[src/rtl/tt_sel_pkg.sv]
// -----------------------------------------------------------------------------
// tt_sel_pkg
// Shared types and defaults for the Tiny Tapeout project-selection driver.
//   sel_state_t : sequencer FSM states
//   *_DEF       : default values for ADDR_W, RST_CYC and PULSE_CYC
//   tmr_w()     : width needed by the phase timer to hold the longest phase
// -----------------------------------------------------------------------------
package tt_sel_pkg;

   localparam int ADDR_W_DEF    = 10;
   localparam int RST_CYC_DEF   = 4;
   localparam int PULSE_CYC_DEF = 2;

   typedef enum logic [2:0] {
      IDLE   = 3'd0,
      RST    = 3'd1,
      GAP    = 3'd2,
      INC_HI = 3'd3,
      INC_LO = 3'd4,
      ENA    = 3'd5
   } sel_state_t;

   // Enough bits to load the longer of the two phase lengths.
   function automatic int tmr_w(input int a, input int b);
      int m;
      m = (a > b) ? a : b;
      return (m < 2) ? 1 : $clog2(m + 1);
   endfunction

endpackage

[src/rtl/tt_sel_timer.sv]
// -----------------------------------------------------------------------------
// tt_sel_timer
// Loadable down-counter used to time every phase of the selection sequence.
// Loading N makes expire rise N-1 cycles later, so a phase entered on the
// loading edge lasts exactly N cycles when the FSM leaves on expire.
// Ports:
//   clk, rst  : clock, asynchronous active-high reset
//   load      : load load_val (has priority over counting)
//   load_val  : phase length in cycles (>= 1)
//   expire    : counter has reached zero (current phase ends this cycle)
// -----------------------------------------------------------------------------
module tt_sel_timer #(
   parameter int W = 3
) (
   input  logic         clk,
   input  logic         rst,
   input  logic         load,
   input  logic [W-1:0] load_val,
   output logic         expire
);

   logic [W-1:0] cnt;

   always_ff @(posedge clk or posedge rst) begin
      if (rst)              cnt <= '0;
      else if (load)        cnt <= load_val - W'(1);
      else if (cnt != '0)   cnt <= cnt - W'(1);
   end

   assign expire = (cnt == '0);

endmodule

[src/rtl/tt_mux_sel_driver.sv]
// -----------------------------------------------------------------------------
// tt_mux_sel_driver
// Drives the Tiny Tapeout mux selection interface from one address request:
// reset the mux address counter, pulse ctrl_sel_inc req_addr times, then
// raise ctrl_ena and pulse done.
// Ports:
//   clk, rst        : clock, asynchronous active-high reset
//   req_valid/ready : request handshake (ready only while idle)
//   req_addr        : project address, sampled on handshake
//   busy            : sequence in progress
//   done            : one-cycle pulse when ctrl_ena rises
//   cur_addr/valid  : last successfully selected address
//   ctrl_sel_rst_n  : mux address counter reset (active low)
//   ctrl_sel_inc    : mux address counter increment strobe
//   ctrl_ena        : selected project enable
// Build option: define TT_SEL_SKIP_EN to skip re-selecting the address that
// is already enabled (done pulses right after the handshake, no sel traffic).
// -----------------------------------------------------------------------------
module tt_mux_sel_driver
   import tt_sel_pkg::*;
#(
   parameter int ADDR_W    = ADDR_W_DEF,
   parameter int RST_CYC   = RST_CYC_DEF,
   parameter int PULSE_CYC = PULSE_CYC_DEF
) (
   input  logic              clk,
   input  logic              rst,
   input  logic              req_valid,
   output logic              req_ready,
   input  logic [ADDR_W-1:0] req_addr,
   output logic              busy,
   output logic              done,
   output logic [ADDR_W-1:0] cur_addr,
   output logic              cur_valid,
   output logic              ctrl_sel_rst_n,
   output logic              ctrl_sel_inc,
   output logic              ctrl_ena
);

   localparam int TW = tmr_w(RST_CYC, PULSE_CYC);

   sel_state_t        state;
   logic [ADDR_W-1:0] cnt;       // remaining inc pulses
   logic [ADDR_W-1:0] addr_q;    // address being selected
   logic              hs;
   logic              skip_hit;
   logic              tmr_load;
   logic [TW-1:0]     tmr_val;
   logic              tmr_exp;

   assign req_ready = (state == IDLE);
   assign busy      = (state != IDLE);
   assign hs        = req_valid && req_ready;

`ifdef TT_SEL_SKIP_EN
   assign skip_hit = (req_addr == cur_addr) && cur_valid && ctrl_ena;
`else
   assign skip_hit = 1'b0;
`endif

   // Timer is reloaded on every edge that enters a timed phase.
   always_comb begin
      tmr_load = 1'b0;
      tmr_val  = TW'(PULSE_CYC);
      case (state)
         IDLE: begin
            tmr_load = hs && !skip_hit;
            tmr_val  = TW'(RST_CYC);
         end
         RST, INC_HI:  tmr_load = tmr_exp;
         GAP, INC_LO:  tmr_load = tmr_exp && (cnt != '0);
         default:      tmr_load = 1'b0;
      endcase
   end

   tt_sel_timer #(.W(TW)) u_tmr (
      .clk      (clk),
      .rst      (rst),
      .load     (tmr_load),
      .load_val (tmr_val),
      .expire   (tmr_exp)
   );

   // ENA has no dwell time: its actions are registered on the edge that
   // leaves GAP/INC_LO, and the FSM lands straight back in IDLE, so done
   // coincides with the first cycle a new request can be accepted.
   always_ff @(posedge clk or posedge rst) begin
      if (rst) begin
         state          <= IDLE;
         cnt            <= '0;
         addr_q         <= '0;
         done           <= 1'b0;
         cur_addr       <= '0;
         cur_valid      <= 1'b0;
         ctrl_sel_rst_n <= 1'b0;
         ctrl_sel_inc   <= 1'b0;
         ctrl_ena       <= 1'b0;
      end else begin
         done <= 1'b0;
         case (state)
            IDLE: begin
               if (hs) begin
                  if (skip_hit) begin
                     done <= 1'b1;          // already enabled: report only
                  end else begin
                     addr_q         <= req_addr;
                     cnt            <= req_addr;
                     cur_valid      <= 1'b0;
                     ctrl_ena       <= 1'b0;
                     ctrl_sel_rst_n <= 1'b0;
                     ctrl_sel_inc   <= 1'b0;
                     state          <= RST;
                  end
               end
            end
            RST: begin
               if (tmr_exp) begin
                  ctrl_sel_rst_n <= 1'b1;
                  state          <= GAP;
               end
            end
            GAP, INC_LO: begin
               if (tmr_exp) begin
                  if (cnt != '0) begin
                     ctrl_sel_inc <= 1'b1;
                     state        <= INC_HI;
                  end else begin
                     ctrl_ena  <= 1'b1;
                     done      <= 1'b1;
                     cur_addr  <= addr_q;
                     cur_valid <= 1'b1;
                     state     <= IDLE;
                  end
               end
            end
            INC_HI: begin
               if (tmr_exp) begin
                  ctrl_sel_inc <= 1'b0;
                  cnt          <= cnt - ADDR_W'(1);
                  state        <= INC_LO;
               end
            end
            default: state <= IDLE;
         endcase
      end
   end

endmodule

[config.mk]
export PLATFORM = sky130hd
export DESIGN_NAME = tt_mux_sel_driver
export DESIGN_NICKNAME = d
export VERILOG_FILES = /design/src/rtl/tt_sel_pkg.sv /design/src/rtl/tt_sel_timer.sv /design/src/rtl/tt_mux_sel_driver.sv
export SDC_FILE = /design/constraint.sdc
export NUM_CORES = 1
export LEC_CHECK = 0
export CORE_ASPECT_RATIO = 1.75
export CORE_MARGIN = 10
export CORE_UTILIZATION = 57
export DETAILED_ROUTE_END_ITERATION = 12
export MAX_ROUTING_LAYER = met4
export PLACE_DENSITY = 0.87
export SYNTH_ARGS = -nofsm -noshare
export SYNTH_HDL_FRONTEND = slang
export SYNTH_SLANG_ARGS = --single-unit
export TNS_END_PERCENT = 50
[constraint.sdc]
create_clock -name clk -period 4.4 [get_ports clk]
set_input_delay 1.32 -clock clk [delete_from_list [all_inputs] [get_ports clk]]
set_output_delay 1.32 -clock clk [all_outputs]
set_load 0.01 [all_outputs]
Word-level counts from Yosys, hierarchy flattened --
Cells that the tools add are included.
Word-level totals: flip-flop bits (word level) 40, input bits 13
Operators by class: $add $sub $neg 3, multiplexer cells 26, reductions and logical operators 21, equal/unequal tests 10, bitwise gates (word level) 1
Operators with widths (count):
- $mux W3 | 7
- $mux W10 | 2
- $pmux W10 S2 | 1
- $pmux W3 S4 | 1
- $mux W1 | 10
- $ne A2 B2 Y1 const B | 5
- $reduce_bool A10 Y1 | 1
- $sub A10 B1 Y10 const B | 1
- $reduce_and A3 Y1 | 3
- $reduce_bool A3 Y1 | 3
- $reduce_and A4 Y1 | 2
- $reduce_bool A2 Y1 | 4
- $eq A3 B2 Y1 const B | 2
- $logic_not A3 Y1 | 2
- $pmux W1 S3 | 2
- $sub A3 B1 Y3 const B | 2
- $reduce_and A5 Y1 | 1
- $pmux W1 S2 | 2
- $reduce_or A2 Y1 | 2
- $eq A3 B1 Y1 const B | 1
- $eq A3 B3 Y1 const B | 1
- $logic_and A1 B1 Y1 | 2
- $mux W2 | 1
- $ne A2 B1 Y1 const B | 1
- other kinds (2) | 2

Depth between registers and ports, before layout --
depth in word-level cells 4, depth in mapped cells 9

Hierarchy --
A second synthesis with hierarchy kept.
Unflattened totals: cell total of the unflattened synthesis 206, area total of the unflattened synthesis 2055.7 µm²
By module, submodules not included:
- tt_mux_sel_driver | sequential area each 925.9 µm², area an instance 1883.1 µm², cells each 188, times used 1
- tt_sel_timer | sequential area each 75.1 µm², area an instance 172.7 µm², cells each 18, times used 1

Worst setup path before layout --
No wires, ideal clock.
path kind reg2out, start point register state[0], end point output busy, setup slack 1.959 ns, stages on the path, launching flop included 4, buffers on the path 1, data arrival time 1.121 ns, path through dfrtp_1 clkbuf_1 nor3_1 inv_1
On the way: longest elaborated chain between the ends 1
RTL lines:
- start, declared | line tt_mux_sel_driver.sv:42 | sel_state_t state;
- start signal, assigned | line tt_mux_sel_driver.sv:89 | state <= IDLE;
- start signal, assigned | line tt_mux_sel_driver.sv:112 | state <= RST;
- start signal, assigned | line tt_mux_sel_driver.sv:119 | state <= GAP;
- $reduce_bool A3 Y1 | line tt_mux_sel_driver.sv:52 | assign busy = (state != IDLE);
- end, declared | line tt_mux_sel_driver.sv:31 | output logic busy,
Every way passes these cells.

Worst setup path after layout --
start point register state[1], end point output req_ready
On the way: longest elaborated chain between the ends 1
RTL lines:
- $logic_not A3 Y1 | line tt_mux_sel_driver.sv:51 | assign req_ready = (state == IDLE);
- end, declared | line tt_mux_sel_driver.sv:29 | output logic req_ready,
Every way passes these cells.

==> results.json <==
{
  "synth-compound-area-share": 0.141,
  "rsz0062_at_grt": "false",
  "mostFrequentLayoutCells": "dfrtp_1 (40), nand2_1 (38), clkdlybuf4s50_1 (29)",
  "hold_violations": 0,
  "critPathCaptureType": "output port",
  "finalMaxSlewViolations": 0,
  "layout-drive-gt1-share": 0.142,
  "layout_commonest_cell": "dfrtp_1",
  "p_leak_nw": 1.10,
  "switching_power_mw": 0.562,
  "status": "finished, final reports clean",
  "hpwl_microns": 3420,
  "grt.overflow.total": 0,
  "cp_max_fo": 11,
  "antenna-diode-count": 0,
  "cts_made_buffers": 5,
  "hold_buffers": 0,
  "post_cts_buffers": 0,
  "grt_pass1_vias": 1630,
  "wl_microns": 4610,
  "setup_viol": 0,
  "die_y_microns": 97.0,
  "worstPathRequired_ps": 3080,
  "synthFlopType": "dfrtp_1",
  "worstPathArrival_ps": 1790,
  "vias_per_cell": 5.95,
  "antenna_found_initial": 0,
  "synth-xor-area-share": 0.00907,
  "fin_ws_ps": 1290,
  "ir_drop_mv": 0.410,
  "pwr-share-seq": 0.435,
  "ys_types": 43,
  "placedCellCount": 247,
  "yosysWarnings": 0,
  "period_minus_slack_ps": 3110,
  "grt_max_degree": 41,
  "io_pins": 30,
  "clock_sinks": 40,
  "p_comb_frac": 0.360,
  "core-area_sq_um": 3210,
  "path_class": "reg2out",
  "dpl_worst_slack_ps": 1240,
  "fillers": 232,
  "p_sw_frac": 0.384,
  "design.die.area_sq_um": 6210,
  "yosysSeqAreaShare": 0.518,
  "grt_use_total": 0.158,
  "clkTransAtPathRegs_ps": 80,
  "ant_nets": 0,
  "cap_viol_max_count": 0,
  "grt_pass1_wl_microns": 7860,
  "seqCellArea_sq_um": 1000,
  "synthAdderAreaFrac": 0.0130,
  "utilization": 0.733,
  "place.gp.congestion": 0.794,
  "synth_top_family_by_area": "simple AND/OR/NAND/NOR gates",
  "max-slew-margin-rel": 0.556,
  "rows": 27,
  "ctsRootBufferMaster": "clkbuf_8",
  "cts_tree": "built",
  "clock_latency_ps": 300,
  "die_w_microns": 64.0,
  "muxShareOfSynthArea": 0.0758,
  "drt_first_pass_iters": 4,
  "powerDensity_nw_per_um2": 621,
  "worstMarginPinSlew_ps": 664,
  "final_nets": 226,
  "area_growth_pct": 21.9,
  "start_util": 0.602,
  "synthCells": 183,
  "synth_nets": 198,
  "portBuffers": 29,
  "multi_input_area_sq_um": 852,
  "ctsHtreeMaxLevel": 2,
  "synth-edff-count": 0,
  "tns_ps": 0,
  "hold_class": "reg2reg",
  "synth-simple-area-share": 0.202,
  "clock_path_buffers": 2,
  "routed-via-count": 1518,
  "drc": 0,
  "ys_seq_elements": 40,
  "synthArstFlopShare": 1.00,
  "p_clk_frac": 0.205,
  "routedWlPerCell_microns": 18.1,
  "fin_skew_ps": 6.69,
  "synthesis.area_sq_um": 1930,
  "first_iter_violations": 47,
  "fmax_mhz": 322,
  "cp-start-kind": "flip-flop",
  "intPower_mw": 0.900,
  "cts-resized-gates": 0,
  "period_share": 0.707,
  "syn_area_per_cell_sq_um": 10.5,
  "stdcell_count": 255
}
-- power by group through the flow --
stage / sequential [mW] / combinational (mW) / clock [mW]
6_report: 0.636 / 0.526 / 0.300
5_1_grt: 0.654 / 0.589 / 0.318
4_1_cts: 0.633 / 0.529 / 0.304
3_5_place_dp: 0.638 / 0.524 / 0
3_3_place_gp: 0.619 / 0.478 / 0
2_1_floorplan: 0.584 / 0.404 / 0
-- synthesized netlist by cell type (all sizes together) (2+ instances only) --
cell / n / share of area
a21o: 2 / 0.0078
a21oi: 7 / 0.018
a221o: 2 / 0.010
a31oi: 2 / 0.0065
buf: 4 / 0.015
clkbuf: 7 / 0.014
dfrtp: 40 / 0.52
ha: 2 / 0.013
inv: 6 / 0.012
mux2: 10 / 0.076
nand2: 38 / 0.074
nand3: 6 / 0.016
nor2: 6 / 0.012
nor3: 6 / 0.024
nor4b: 2 / 0.016
o211ai: 7 / 0.027
o21ai: 7 / 0.020
o311ai: 3 / 0.014
o31ai: 2 / 0.0078
or3: 6 / 0.019
or4: 2 / 0.0078
-- sequential cells by signal, summed over array words and instances (netlist names) --
register,cells
state,3
done,1
addr_q,10
ctrl_sel_inc,1
cur_addr,10
ctrl_sel_rst_n,1
u_tmr.cnt,3
cnt,10
ctrl_ena,1
-- kinds of logic (layout without fill, tap and decap cells) --
family	after synthesis	after routing
buffers and inverters	17	46
and+or+nand+nor	74	74
xor gates and xnor gates	2	2
muxes	10	10
AOI/OAI and AO/OA	38	38
DFF	40	40
adders and majority gates	2	2
-- cell type report --
type,count,share of cell area
Clock inverter,3,0.0181
Clock buffer,5,0.0292
Sequential cell,40,0.425
Inverter,6,0.00957
Timing Repair Buffer,32,0.133
Tap cell,43,0.0229
Multi-Input combinational cell,126,0.362
-- worst max-delay path, cell delays in order (launching register included) --
cell and delay [ps]:
dfrtp_1 510, nor3_1 370, clkdlybuf4s50_1 610
-- through the flow --
step | hold WS, ps | power, mW | area (sq um)
2_1_floorplan | 442 | 0.988 | 1930
3_3_place_gp | 460 | 1.10 | 2240
3_5_place_dp | 470 | 1.16 | 2240
4_1_cts | 489 | 1.47 | 2350
5_1_grt | 516 | 1.56 | 2350
6_report | 488 | 1.46 | 2350
-- metal layers --
layer,GRT usage,share of wire,routed length (microns)
met3,0.0472,0.050,230
met4,0.0689,0.024,112
met1,0.158,0.39,1800
met2,0.271,0.54,2470
met5,-,0,0
-- worst paths after layout --
path	to	cells past startpoint	start	slack, ps
setup / recovery	req_ready	2	state[1]$_DFFE_PP0P_	1290
setup reg to reg	u_tmr.cnt[2]$_DFFE_PP0P_	7	cnt[4]$_DFFE_PP0P_	1860
max in group asynchronous	cnt[0]$_DFFE_PP0P_	3	rst	2620
hold / removal	addr_q[5]$_DFFE_PP0P_	2	addr_q[5]$_DFFE_PP0P_	490
hold reg to reg	addr_q[5]$_DFFE_PP0P_	2	addr_q[5]$_DFFE_PP0P_	490
min in group asynchronous	addr_q[8]$_DFFE_PP0P_	3	rst	1440
(Power assumes the default switching activity.)
